File: src/rtl/serial_fifo_iface.sv
// serial_fifo_iface: UART front end with RX/TX FIFOs on the cmdfifo path.
// Define SERIAL_PARITY_EN for 8E1 framing with a sticky parity_err_o.
module serial_fifo_iface #(
   parameter int CLK_DIV = 868,
   parameter int RX_AW   = 4,
   parameter int TX_AW   = 4
) (
   input  logic       clk_i,
   input  logic       reset_n_i,
   input  logic       rx_i,
   output logic       tx_o,
   output logic       cmdfifo_rxf,
   output logic       cmdfifo_txe,
   input  logic       cmdfifo_rd,
   input  logic       cmdfifo_wr,
   output logic [7:0] cmdfifo_din,
   input  logic [7:0] cmdfifo_dout,
   output logic       tx_busy_o,
   input  logic       err_clr_i,
   output logic       rx_ovf_o,
`ifdef SERIAL_PARITY_EN
   output logic       parity_err_o,
`endif
   output logic       frame_err_o
);

   localparam int CW = $clog2(CLK_DIV);
   localparam logic [CW-1:0] CNT_END = CW'(CLK_DIV - 1);
   localparam logic [CW-1:0] CNT_HALF = CW'(CLK_DIV / 2 - 1);
   localparam int RX_DEPTH = 1 << RX_AW;
   localparam int TX_DEPTH = 1 << TX_AW;

   typedef enum logic [2:0] {
      RX_IDLE,
      RX_START,
      RX_DATA,
`ifdef SERIAL_PARITY_EN
      RX_PARITY,
`endif
      RX_STOP,
      RX_BREAK
   } rx_state_e;

   typedef enum logic [2:0] {
      TX_IDLE,
      TX_START,
      TX_DATA,
`ifdef SERIAL_PARITY_EN
      TX_PARITY,
`endif
      TX_STOP
   } tx_state_e;

   // ---------------- RX input synchronizer ----------------
   logic rx_meta_q, rx_sync_q, rx_prev_q;
   logic rx_fall;

   // Two-flop synchronizer plus one delay flop for edge detection
   always_ff @(posedge clk_i or negedge reset_n_i) begin
      if (!reset_n_i) begin
         rx_meta_q <= 1'b1;
         rx_sync_q <= 1'b1;
         rx_prev_q <= 1'b1;
      end else begin
         rx_meta_q <= rx_i;
         rx_sync_q <= rx_meta_q;
         rx_prev_q <= rx_sync_q;
      end
   end

   assign rx_fall = rx_prev_q & ~rx_sync_q;

   // ---------------- RX FIFO ----------------
   logic [7:0]     rx_mem_q [RX_DEPTH];
   logic [RX_AW:0] rx_wp_q, rx_rp_q;
   logic           rx_empty, rx_full;
   logic           rx_push_req, rx_push, rx_pop;
   logic [7:0]     rx_sr_q, rx_sr_d;

   assign rx_empty = (rx_wp_q == rx_rp_q);
   assign rx_full  = (rx_wp_q[RX_AW] != rx_rp_q[RX_AW]) &&
                     (rx_wp_q[RX_AW-1:0] == rx_rp_q[RX_AW-1:0]);
   assign rx_pop   = cmdfifo_rd & ~rx_empty;
   assign rx_push  = rx_push_req & (~rx_full | rx_pop);

   // RX FIFO pointers; a pop frees the slot a same-cycle push needs
   always_ff @(posedge clk_i or negedge reset_n_i) begin
      if (!reset_n_i) begin
         rx_wp_q <= '0;
         rx_rp_q <= '0;
      end else begin
         if (rx_push) rx_wp_q <= rx_wp_q + 1'b1;
         if (rx_pop)  rx_rp_q <= rx_rp_q + 1'b1;
      end
   end

   // RX FIFO storage, contents are don't-care while empty
   always_ff @(posedge clk_i) begin
      if (rx_push) rx_mem_q[rx_wp_q[RX_AW-1:0]] <= rx_sr_q;
   end

   assign cmdfifo_rxf = ~rx_empty;
   assign cmdfifo_din = rx_empty ? 8'h00 : rx_mem_q[rx_rp_q[RX_AW-1:0]];

   // ---------------- RX FSM ----------------
   rx_state_e     rx_state_q, rx_state_d;
   logic [CW-1:0] rx_cnt_q, rx_cnt_d;
   logic [2:0]    rx_bit_q, rx_bit_d;
   logic          rx_ferr_set;
   logic          rx_ovf_set;
`ifdef SERIAL_PARITY_EN
   logic          rx_pbad_q, rx_pbad_d;
   logic          rx_perr_set;
`endif

   // RX state, bit timer and shift register
   always_ff @(posedge clk_i or negedge reset_n_i) begin
      if (!reset_n_i) begin
         rx_state_q <= RX_IDLE;
         rx_cnt_q   <= '0;
         rx_bit_q   <= '0;
         rx_sr_q    <= '0;
`ifdef SERIAL_PARITY_EN
         rx_pbad_q  <= 1'b0;
`endif
      end else begin
         rx_state_q <= rx_state_d;
         rx_cnt_q   <= rx_cnt_d;
         rx_bit_q   <= rx_bit_d;
         rx_sr_q    <= rx_sr_d;
`ifdef SERIAL_PARITY_EN
         rx_pbad_q  <= rx_pbad_d;
`endif
      end
   end

   // RX next state: half-bit start check, then mid-bit samples
   always_comb begin
      rx_state_d  = rx_state_q;
      rx_cnt_d    = rx_cnt_q + CW'(1);
      rx_bit_d    = rx_bit_q;
      rx_sr_d     = rx_sr_q;
      rx_push_req = 1'b0;
      rx_ferr_set = 1'b0;
`ifdef SERIAL_PARITY_EN
      rx_pbad_d   = rx_pbad_q;
      rx_perr_set = 1'b0;
`endif
      unique case (rx_state_q)
         RX_IDLE: begin
            rx_cnt_d = '0;
            if (rx_fall) begin
               rx_state_d = RX_START;
`ifdef SERIAL_PARITY_EN
               rx_pbad_d = 1'b0;
`endif
            end
         end
         RX_START: begin
            if (rx_cnt_q == CNT_HALF) begin
               rx_cnt_d   = '0;
               rx_bit_d   = '0;
               rx_state_d = rx_sync_q ? RX_IDLE : RX_DATA;
            end
         end
         RX_DATA: begin
            if (rx_cnt_q == CNT_END) begin
               rx_cnt_d = '0;
               rx_sr_d  = {rx_sync_q, rx_sr_q[7:1]};
               rx_bit_d = rx_bit_q + 3'd1;
               if (rx_bit_q == 3'd7) begin
`ifdef SERIAL_PARITY_EN
                  rx_state_d = RX_PARITY;
`else
                  rx_state_d = RX_STOP;
`endif
               end
            end
         end
`ifdef SERIAL_PARITY_EN
         RX_PARITY: begin
            if (rx_cnt_q == CNT_END) begin
               rx_cnt_d   = '0;
               rx_state_d = RX_STOP;
               if (rx_sync_q != ^rx_sr_q) begin
                  rx_pbad_d   = 1'b1;
                  rx_perr_set = 1'b1;
               end
            end
         end
`endif
         RX_STOP: begin
            if (rx_cnt_q == CNT_END) begin
               rx_cnt_d = '0;
               if (rx_sync_q) begin
                  rx_state_d = RX_IDLE;
`ifdef SERIAL_PARITY_EN
                  rx_push_req = ~rx_pbad_q;
`else
                  rx_push_req = 1'b1;
`endif
               end else begin
                  rx_ferr_set = 1'b1;
                  rx_state_d  = RX_BREAK;
               end
            end
         end
         RX_BREAK: begin
            rx_cnt_d = '0;
            if (rx_sync_q) rx_state_d = RX_IDLE;
         end
         default: rx_state_d = RX_IDLE;
      endcase
   end

   assign rx_ovf_set = rx_push_req & ~rx_push;

   // ---------------- TX FIFO ----------------
   logic [7:0]     tx_mem_q [TX_DEPTH];
   logic [TX_AW:0] tx_wp_q, tx_rp_q;
   logic           tx_empty, tx_full;
   logic           tx_push, tx_pop;
   logic [7:0]     tx_head;

   assign tx_empty = (tx_wp_q == tx_rp_q);
   assign tx_full  = (tx_wp_q[TX_AW] != tx_rp_q[TX_AW]) &&
                     (tx_wp_q[TX_AW-1:0] == tx_rp_q[TX_AW-1:0]);
   assign tx_push  = cmdfifo_wr & (~tx_full | tx_pop);
   assign tx_head  = tx_mem_q[tx_rp_q[TX_AW-1:0]];

   // TX FIFO pointers
   always_ff @(posedge clk_i or negedge reset_n_i) begin
      if (!reset_n_i) begin
         tx_wp_q <= '0;
         tx_rp_q <= '0;
      end else begin
         if (tx_push) tx_wp_q <= tx_wp_q + 1'b1;
         if (tx_pop)  tx_rp_q <= tx_rp_q + 1'b1;
      end
   end

   // TX FIFO storage
   always_ff @(posedge clk_i) begin
      if (tx_push) tx_mem_q[tx_wp_q[TX_AW-1:0]] <= cmdfifo_dout;
   end

   assign cmdfifo_txe = ~tx_full;

   // ---------------- TX FSM ----------------
   tx_state_e     tx_state_q, tx_state_d;
   logic [CW-1:0] tx_cnt_q, tx_cnt_d;
   logic [2:0]    tx_bit_q, tx_bit_d;
   logic [7:0]    tx_sr_q, tx_sr_d;
   logic          tx_line_q, tx_line_d;
   logic          tx_act_q;
   logic          tx_pop_req;
`ifdef SERIAL_PARITY_EN
   logic          tx_par_q, tx_par_d;
`endif

   assign tx_pop = tx_pop_req & ~tx_empty;

   // TX state, timer, shifter and registered line driver
   always_ff @(posedge clk_i or negedge reset_n_i) begin
      if (!reset_n_i) begin
         tx_state_q <= TX_IDLE;
         tx_cnt_q   <= '0;
         tx_bit_q   <= '0;
         tx_sr_q    <= '0;
         tx_line_q  <= 1'b1;
         tx_act_q   <= 1'b0;
`ifdef SERIAL_PARITY_EN
         tx_par_q   <= 1'b0;
`endif
      end else begin
         tx_state_q <= tx_state_d;
         tx_cnt_q   <= tx_cnt_d;
         tx_bit_q   <= tx_bit_d;
         tx_sr_q    <= tx_sr_d;
         tx_line_q  <= tx_line_d;
         tx_act_q   <= (tx_state_q != TX_IDLE);
`ifdef SERIAL_PARITY_EN
         tx_par_q   <= tx_par_d;
`endif
      end
   end

   // TX next state; STOP chains straight into START when data waits
   always_comb begin
      tx_state_d = tx_state_q;
      tx_cnt_d   = tx_cnt_q + CW'(1);
      tx_bit_d   = tx_bit_q;
      tx_sr_d    = tx_sr_q;
      tx_pop_req = 1'b0;
      tx_line_d  = 1'b1;
`ifdef SERIAL_PARITY_EN
      tx_par_d   = tx_par_q;
`endif
      unique case (tx_state_q)
         TX_IDLE: begin
            tx_cnt_d = '0;
            if (!tx_empty) begin
               tx_pop_req = 1'b1;
               tx_sr_d    = tx_head;
               tx_state_d = TX_START;
`ifdef SERIAL_PARITY_EN
               tx_par_d = ^tx_head;
`endif
            end
         end
         TX_START: begin
            tx_line_d = 1'b0;
            if (tx_cnt_q == CNT_END) begin
               tx_cnt_d   = '0;
               tx_bit_d   = '0;
               tx_state_d = TX_DATA;
            end
         end
         TX_DATA: begin
            tx_line_d = tx_sr_q[0];
            if (tx_cnt_q == CNT_END) begin
               tx_cnt_d = '0;
               tx_sr_d  = {1'b0, tx_sr_q[7:1]};
               tx_bit_d = tx_bit_q + 3'd1;
               if (tx_bit_q == 3'd7) begin
`ifdef SERIAL_PARITY_EN
                  tx_state_d = TX_PARITY;
`else
                  tx_state_d = TX_STOP;
`endif
               end
            end
         end
`ifdef SERIAL_PARITY_EN
         TX_PARITY: begin
            tx_line_d = tx_par_q;
            if (tx_cnt_q == CNT_END) begin
               tx_cnt_d   = '0;
               tx_state_d = TX_STOP;
            end
         end
`endif
         TX_STOP: begin
            if (tx_cnt_q == CNT_END) begin
               tx_cnt_d = '0;
               if (!tx_empty) begin
                  tx_pop_req = 1'b1;
                  tx_sr_d    = tx_head;
                  tx_state_d = TX_START;
`ifdef SERIAL_PARITY_EN
                  tx_par_d = ^tx_head;
`endif
               end else begin
                  tx_state_d = TX_IDLE;
               end
            end
         end
         default: tx_state_d = TX_IDLE;
      endcase
   end

   assign tx_o      = tx_line_q;
   assign tx_busy_o = ~tx_empty | (tx_state_q != TX_IDLE) | tx_act_q;

   // ---------------- sticky error flags ----------------
   logic ovf_q, ferr_q;
`ifdef SERIAL_PARITY_EN
   logic perr_q;
`endif

   // Sticky flags; a set in the same cycle as a clear wins
   always_ff @(posedge clk_i or negedge reset_n_i) begin
      if (!reset_n_i) begin
         ovf_q  <= 1'b0;
         ferr_q <= 1'b0;
`ifdef SERIAL_PARITY_EN
         perr_q <= 1'b0;
`endif
      end else begin
         ovf_q  <= rx_ovf_set | (ovf_q & ~err_clr_i);
         ferr_q <= rx_ferr_set | (ferr_q & ~err_clr_i);
`ifdef SERIAL_PARITY_EN
         perr_q <= rx_perr_set | (perr_q & ~err_clr_i);
`endif
      end
   end

   assign rx_ovf_o    = ovf_q;
   assign frame_err_o = ferr_q;
`ifdef SERIAL_PARITY_EN
   assign parity_err_o = perr_q;
`endif

endmodule

File: config.mk
export PLATFORM = sky130hd
export DESIGN_NAME = serial_fifo_iface
export DESIGN_NICKNAME = d
export VERILOG_FILES = /design/src/rtl/serial_fifo_iface.sv
export SDC_FILE = /design/constraint.sdc
export NUM_CORES = 1
export LEC_CHECK = 0
export ABC_AREA = 1
export BUFFER_PORTS_ARGS = -buffer_cell sky130_fd_sc_hd__buf_2
export CORE_MARGIN = 2
export CORE_UTILIZATION = 30
export CTS_CLUSTER_DIAMETER = 100
export DETAILED_ROUTE_END_ITERATION = 16
export HOLD_SLACK_MARGIN = 0.06
export PLACE_DENSITY = 0.52
export SLEW_MARGIN = 5
export SYNTH_ARGS = -nofsm -noshare
export SYNTH_HDL_FRONTEND = slang
export SYNTH_SLANG_ARGS = --single-unit
File: constraint.sdc
create_clock -name clk_i -period 2.4 [get_ports clk_i]
set_input_delay 0.6 -clock clk_i [delete_from_list [all_inputs] [get_ports clk_i]]
set_output_delay 0.6 -clock clk_i [all_outputs]
set_load 0.02 [all_outputs]
==> results of run 1 <==
-- stage by stage --
stage / hold slack [ns] / util / setup slack (ns) / instance area (µm²) / total power (W)
global route: 0.154 / 0.368 / -0.456 / 17100 / 0.0216
detailed placement: 0.347 / 0.328 / 0.135 / 15300 / 0.0134
global placement: 0.346 / 0.328 / 0.114 / 15300 / 0.0134
floorplan: 0.304 / - / 0.145 / 14100 / 0.0114
finish: 0.183 / 0.368 / -0.328 / 17100 / 0.0204
CTS: 0.159 / 0.364 / -0.324 / 16900 / 0.0202
-- cells in the final DEF (no fill, tap or decap), types with 7 or more instances in the layout --
master	netlist	layout
clkinv_1	2	7
o22ai_1	12	12
o21ai_1	0	15
buf_12	0	10
nand4_1	8	8
o211ai_1	49	49
a21oi_1	24	16
inv_1	55	51
edfxtp_1	256	256
nor2_1	254	251
buf_4	8	74
a21oi_2	0	8
clkbuf_16	0	42
inv_2	8	10
xor2_1	14	14
buf_6	1	9
o21ai_0	143	127
buf_2	15	16
nand3_1	67	66
nand2_2	5	10
dfrtp_1	70	64
ha_1	22	22
nand2_1	176	171
xnor2_1	7	7
-- routing by layer --
metal	routed length, µm	track usage	vias to the layer above
met4	676	0.0416	0
met1	15300	0.178	4654
met2	16300	0.231	181
li1	-	-	4621
met5	0	0	-
met3	1340	0.0216	46
-- how the worst max path moves through the flow --
stage                    start             end  slack, ns  cells after the start
finish              rx_rp_q[0]  cmdfifo_din[6]      -0.33                      9
global route        rx_rp_q[0]  cmdfifo_din[6]      -0.46                      9
CTS                 rx_rp_q[0]  cmdfifo_din[6]      -0.32                      8
detailed placement  rx_rp_q[0]  cmdfifo_din[0]       0.14                      6
global placement    rx_rp_q[1]  cmdfifo_din[5]       0.11                      7
floorplan           rx_rp_q[0]  cmdfifo_din[6]       0.15                     10
-- logic make-up after synthesis --
group / after synthesis / share of synthesized area
buffers and inverters: 125 / 0.0381
DFF: 330 / 0.675
xor gates and xnor gates: 21 / 0.0130
adders and majority gates: 22 / 0.0195
AOI/OAI and AO/OA: 233 / 0.0933
and+or+nand+nor: 540 / 0.161
-- synth_stat cells, types with 2 or more instances --
library cell | number | share of area
nor2_1 | 254 | 0.067
buf_2 | 15 | 0.0053
xor2_1 | 14 | 0.0087
nand2_2 | 5 | 0.0022
clkbuf_1 | 30 | 0.0080
buf_4 | 8 | 0.0042
o31ai_1 | 2 | 0.0011
inv_2 | 8 | 0.0021
nor4_1 | 2 | 0.00088
nand3_2 | 2 | 0.0014
nand2_4 | 3 | 0.0024
o22ai_1 | 12 | 0.0053
xnor2_1 | 7 | 0.0043
nand3_1 | 67 | 0.024
o211ai_1 | 49 | 0.026
a21oi_1 | 24 | 0.0085
nand4_1 | 8 | 0.0035
nor2_2 | 3 | 0.0013
nand3b_1 | 4 | 0.0021
dfrtp_1 | 70 | 0.12
buf_1 | 4 | 0.0011
nor3_1 | 5 | 0.0018
ha_1 | 22 | 0.019
o21ai_0 | 143 | 0.051
clkinv_1 | 2 | 0.00053
dfstp_2 | 4 | 0.0074
or2_2 | 2 | 0.00088
nand2_1 | 176 | 0.047
nor3b_1 | 5 | 0.0027
inv_1 | 55 | 0.015
edfxtp_1 | 256 | 0.54
-- worst register-to-register path, cell delays in order (launching register included) --
cell and delay [ns]:
dfrtp_1 0.38, ha_1 0.22, nand3_1 0.09, nor3_1 0.15
nand3_1 0.16, nor3_2 0.18, nand2_1 0.09, inv_2 0.11
nand2_1 0.13, nor2_1 0.12, buf_4 0.20
-- flip-flops by register name, summed over array words and instances (netlist names), 5 cells and up --
signal,cells
rx_sr_q,8
tx_sr_q,8
rx_mem_q,128
tx_wp_q,5
rx_cnt_q,10
tx_cnt_q,10
rx_rp_q,5
tx_rp_q,5
tx_mem_q,128
rx_wp_q,5
-- power by group --
group / internal (W) / total, W / switching [W]
combinational: 0.00289 / 0.00746 / 0.00456
clock: 0.00362 / 0.00594 / 0.00232
sequential: 0.00666 / 0.00699 / 0.000328
total: 0.0132 / 0.0204 / 0.00721
-- cell type report --
| class | count | area share |
|---|---|---|
| multi-input cells | 816 | 0.241 |
| clock buffers | 47 | 0.0605 |
| repair buffers | 117 | 0.0661 |
| clock inverters | 21 | 0.0147 |
| flip-flops and latches | 330 | 0.558 |
| well taps | 607 | 0.0443 |
| inverters | 66 | 0.0155 |
-- what timing repair did --
item,4_1_cts,5_1_grt
pin swaps,16,9
setup endpoints to repair,11,26
cloned,4,3
hold buffers,1,0
setup buffers,17,5
resized for setup,55,24
hold endpoints to repair,28,0
==> run_results.csv, run 1 <==
group,metric,value,unit
floorplan,floorplan.die.height,221,µm
final_layout,layout-area-overhead-vs-synth,21.1,%
placement,place.detailed.hpwl,20.0,mm
synth,post_synth.cell_area_avg,11.1,µm²
sta,setup_viol,10,
worst_setup_path,reg2reg_slack,0.26,ns
route,dr_total_vias,9502,
sta,setup-tns-final,-2.64,ns
route,drt_pass1_iterations,5,
route,drt-initial-drc-count,660,
sta,final-hold-violation-count,0,
clock_tree,tritoncts,"done",
synth,synthesis.instances,1271,
final_layout,seq_area,9550,µm²
flow_run,cap_viol_max_count,0,
min_path,hold-path-cell-count,1,
route,drc,0,
route,wl,33.6,mm
final_layout,finalNonFillerCells,2004,
worst_setup_path,timing.reg2reg.worst_path_depth,10,
synth,register_bit_total_from_synthesis,330,
synth,netlist_area,14100,µm²
worst_setup_path,worstPathMaxFanout,8,
sta,report.final.slew_viol_count,0,
final_layout,post_route_cells_drive_above_1_share,0.168,
sta,worst_slew_margin_rel,0.473,
final_layout,layout.nets,1405,
worst_setup_path,cp.required,1.80,ns
worst_setup_path,timing.critical_path.to_type,"output port",
synth,yosys_warnings,0,
placement,place.detailed.instances,1906,
floorplan,dieArea,48900,µm²
sta,clock_period_minus_final_worst_setup_slack,2.73,ns
route,vias_per_cell,4.74,
worst_setup_path,cp_common_cell,"nor2_1",
status,status,"finished with violations",
clock_tree,cts_buffer_depth,3,
worst_setup_path,cp_slowest_stage_delay,0.49,ns
floorplan,top_level_ports,28,
synth,netlist-cell-type-count,41,
synth,synth-async-reset-ratio,0.224,
clock_tree,cts_made_buffers,38,
floorplan,floorplan.initialDensity,0.304,
clock_tree,cts.sinks,330,
synth,ys.flop_type,"edfxtp_1",
worst_setup_path,path_buf_inv,3,
clock_tree,clock_insertion_delay_worst_skew,0.54,ns
synth,synth_edf_count,256,
route,wl_per_instance,16.8,µm
worst_setup_path,regToRegStartpoint,"rx_cnt_q[0]",
synth,ys_seq_area_frac,0.675,
sta,max_freq,367,MHz
sta,clock_skew,0.0234,ns
floorplan,die_width,221,µm
sta,post-route-period-util,1.14,
clock_tree,root_buffer,"clkbuf_16",
final_layout,n_antenna_cell,0,
pwr,cellLeakagePower,6.77,nW
worst_setup_path,cp.arrival,2.13,ns
min_path,worst_hold_startpoint,"rx_i",
sta,finalWorstSetupSlack,-0.328,ns
pwr,peakVddDrop,710,µV
grt,grt_overflow,0,
grt,largest_net_degree_at_the_start_of_global_routing,66,
route,routed_antenna_nets,0,
final_layout,multi_input_logic_area,4130,µm²
placement,place.port_buffers,27,
worst_setup_path,r2r_end,"rx_mem_q[5][3]",
min_path,hold-path-endpoint,"rx_meta_q",
floorplan,core-area,46600,µm²
worst_setup_path,critPathSlowestCell,"dfrtp_2",
worst_setup_path,worst_setup_path_start_kind,"flip-flop",
clock_tree,htreeDepth,2,
floorplan,placementRows,79,
final_layout,fill_cells,4537,
grt,globalRouteTotalUtil,0.136,
sta,timing_worst_slew_pin_value,0.791,ns
worst_setup_path,critical_path.cell_chain,"clkinv_8 > buf_12 > nor2_1 > nor2_1 > o21ai_1 > o211ai_1 > nand3_1 > a21oi_2 > buf_4",
min_path,min-delay-path-class,"input pin to flip-flop",
placement,gpl.final_weighted_congestion,0.789,
synth,synth_fp_nets,1307,
pwr,powerDensity,1190,nW/µm²
worst_setup_path,category_of_the_most_critical_setup_path,"flip-flop to output port",
clock_tree,cts.reportedPaths.clkPinSlew,0.06,ns
grt,first_global_vias,9496,
worst_setup_path,path_delay_family,"flip-flops",
sta,grt_setup_unrepaired,"yes",
status,violations_in_the_final_reports,"setup timing",
grt,grt_pass1_wl,52.7,mm
grt,grt_antenna_before_repair,0,
(Power assumes the default switching activity.)
==> run 2, diff against run 1 <==
--- a/config.mk
+++ b/config.mk
@@ -5,7 +5,6 @@
 export SDC_FILE = /design/constraint.sdc
 export NUM_CORES = 1
 export LEC_CHECK = 0
-export ABC_AREA = 1
 export BUFFER_PORTS_ARGS = -buffer_cell sky130_fd_sc_hd__buf_2
 export CORE_MARGIN = 2
 export CORE_UTILIZATION = 30
==> run_results.csv, run 2 <==
group,metric,value,unit
status,status,"finished with violations",
status,violations_in_the_final_reports,"setup timing",
final_layout,layout.cells.most_common_list,"edfxtp_1, mux4_2, dfrtp_1",
pwr,power_report.internal_total,0.0126,W
route,wl_per_instance,18.4,µm
pwr,swShare,0.297,
sta,finalWorstSetupSlack,-0.741,ns
grt,first_global_vias,7493,
route,drt-initial-drc-count,444,
synth,netlist_area,13700,µm²
synth,synth-async-reset-ratio,0.224,
synth,post_synth.cell_area_avg,17.1,µm²
clock_tree,root_buffer,"clkbuf_16",
sta,clock_period_minus_final_worst_setup_slack,3.14,ns
pwr,powerDensity,1050,nW/µm²
final_layout,final_common_cell,"edfxtp_1",
final_layout,n_antenna_cell,0,
final_layout,layout.nets,963,
pwr,p_comb_frac,0.276,
route,drt_pass1_iterations,4,
clock_tree,htreeDepth,2,
clock_tree,clock_insertion_delay_worst_skew,0.55,ns
worst_setup_path,timing.reg2reg.worst_path_depth,11,
worst_setup_path,cp.arrival,2.54,ns
synth,synth_fp_nets,838,
grt,grt_antenna_before_repair,1,
sta,report.final.slew_viol_count,0,
floorplan,dieArea,47500,µm²
clock_tree,cts.reportedPaths.clkPinSlew,0.06,ns
route,vias_per_cell,4.62,
synth,netlist-cell-type-count,55,
worst_setup_path,reg2reg_slack,-0.44,ns
worst_setup_path,cp.required,1.80,ns
synth,synth_edf_count,256,
route,routed_antenna_nets,0,
placement,gpl.final_weighted_congestion,0.745,
synth,synth_largest_type_area_fraction,0.560,
worst_setup_path,r2r_end,"rx_mem_q[1][2]",
pwr,totalPowerFinal,0.0179,W
flow_run,cap_viol_max_count,0,
worst_setup_path,timing.critical_path.to_type,"output port",
final_layout,final_cell_area,17000,µm²
sta,grt_setup_unrepaired,"yes",
grt,grt_overflow,0,
route,wl,28.7,mm
clock_tree,cts_buffer_depth,3,
synth,synth_area_leader_cell,"edfxtp_1",
clock_tree,cts.sinks,330,
clock_tree,tritoncts,"done",
floorplan,placementRows,78,
final_layout,layout-area-overhead-vs-synth,23.8,%
route,drc,0,
synth,ys.flop_type,"edfxtp_1",
pwr,cellLeakagePower,6.40,nW
worst_setup_path,critical_path.cell_chain,"buf_12 > mux4_2 > mux4_2 > and2_4 > buf_2",
sta,post-route-period-util,1.31,
synth,synth.most_common_cell,"edfxtp_1",
grt,globalRouteTotalUtil,0.122,
pwr,clock_power_share,0.330,
sta,hold_slack,0.154,ns
worst_setup_path,critPathSlowestCell,"mux4_2",
sta,setup_viol,140,
floorplan,top_level_ports,28,
worst_setup_path,cp_slowest_stage_delay,0.52,ns
pwr,peakVddDrop,610,µV
floorplan,die_width,218,µm
worst_setup_path,category_of_the_most_critical_setup_path,"flip-flop to output port",
floorplan,core-area,45300,µm²
min_path,min-delay-path-class,"input pin to flip-flop",
placement,placed_cell_area,15300,µm²
route,dr_total_vias,7185,
sta,timing_worst_slew_pin_value,0.702,ns
synth,netlist_top_cells_area,"edfxtp_1, dfrtp_1, mux4_2, ha_1, nand2_1",
floorplan,floorplan.initialDensity,0.303,
synth,synth.cells.most_frequent,"edfxtp_1, mux4_2, dfrtp_1",
worst_setup_path,cp_common_cell,"mux4_2",
sta,max_freq,318,MHz
final_layout,fill_cells,4228,
worst_setup_path,worstPathMaxFanout,6,
floorplan,floorplan.die.height,218,µm
worst_setup_path,worst_setup_path_start_kind,"flip-flop",
worst_setup_path,regToRegStartpoint,"rx_rp_q[0]",
synth,ys_seq_area_frac,0.696,
synth,yosys_warnings,0,
sta,final-hold-violation-count,0,
grt,largest_net_degree_at_the_start_of_global_routing,57,
grt,grt_pass1_wl,44.5,mm
synth,register_bit_total_from_synthesis,330,
pwr,total_switching_power,0.00531,W
min_path,worst_hold_startpoint,"rx_i",
clock_tree,cts_made_buffers,38,
sta,worst_slew_margin_rel,0.532,
min_path,hold-path-endpoint,"rx_meta_q",
min_path,hold-path-cell-count,1,
placement,place.detailed.hpwl,18.2,mm
sta,clock_skew,0.0180,ns
placement,place.port_buffers,27,
synth,synthesis.instances,802,
pwr,p_seq_frac,0.394,
final_layout,post_route_cells_drive_above_1_share,0.336,
run 2: changes by cell type after synthesis, sizes merged, moves of 13 or more:
| cell | change |
|---|---|
| nand2 | -131 |
| and2 | +17 |
| inv | -42 |
| buf | -13 |
| xnor2 | +13 |
| nand3 | -54 |
| nor2 | -204 |
| mux4 | +72 |
| o211ai | -49 |
| o21ai | -131 |
run 2: power by group through the flow:
| stage | combinational [W] | sequential (W) | clock [W] |
|---|---|---|---|
| finish | 0.00494 | 0.00705 | 0.00589 |
| global route | 0.00543 | 0.00710 | 0.00629 |
| CTS | 0.00481 | 0.00702 | 0.00607 |
| detailed placement | 0.00467 | 0.00714 | 0 |
| global placement | 0.00461 | 0.00713 | 0 |
| floorplan | 0.00334 | 0.00706 | 0 |
run 2: stage by stage:
step / util / setup slack (ns) / std cells / setup TNS [ns]
2_1_floorplan: - / -0.267 / 802 / -8.26
3_3_place_gp: 0.337 / -0.157 / 1468 / -1.05
3_5_place_dp: 0.337 / -0.196 / 1468 / -1.33
4_1_cts: 0.369 / -0.793 / 1544 / -6.51
5_1_grt: 0.375 / -0.822 / 1556 / -68.68
6_report: 0.375 / -0.741 / 1556 / -51.10
run 2: logic make-up after synthesis:
family          count (synthesis)  share of synthesized area
compound gates                 61                     0.0316
xor+xnor                       42                     0.0268
fa+ha+maj                      22                     0.0201
buf+inv                        59                     0.0191
flops                         330                      0.696
mux                            85                      0.128
simple gates                  203                     0.0787
run 2: critical path, delay by kind of cell (launching register included):
family,cells,cell delay (ns)
simple gates,1,0.16
mux,2,1.00
flops,1,0.51
buf+inv,2,0.32
run 2: cell type report:
cell class,count,area [µm²],share of cell area
Sequential cell,330,9550,0.562
Multi-Input combinational cell,413,4100,0.241
Timing Repair Buffer,122,1230,0.0724
Clock buffer,40,980,0.0577
Tap cell,600,751,0.0442
Clock inverter,29,299,0.0176
Inverter,22,82.6,0.00486
run 2: worst max path at each step:
stage,startpoint,endpoint,slack [ns]
after CTS,rx_rp_q[0],cmdfifo_din[1],-0.79
after global placement,rx_rp_q[0],cmdfifo_din[0],-0.16
after floorplan,tx_cnt_q[0],tx_mem_q[1][0],-0.27
final,rx_rp_q[0],cmdfifo_din[2],-0.74
after global routing,rx_rp_q[0],cmdfifo_din[2],-0.82
after detailed placement,rx_rp_q[0],cmdfifo_din[1],-0.20
run 2: timing repair:
action | 4_1_cts | 5_1_grt
endpoints found under the hold margin | 16 | 0
resized for setup | 29 | 42
setup buffers | 6 | 9
setup endpoints to repair | 30 | 267
cloned | 0 | 3
hold buffers | 1 | 0
pin swaps | 6 | 15
run 2: per-layer routing:
metal  vias up  global-route usage  part of all wire
met5         -                   0           0.00045
met4         2              0.0383             0.020
met3        45              0.0259             0.034
met2       107               0.202              0.50
met1      3685               0.159              0.45
li1       3346                   -                 -
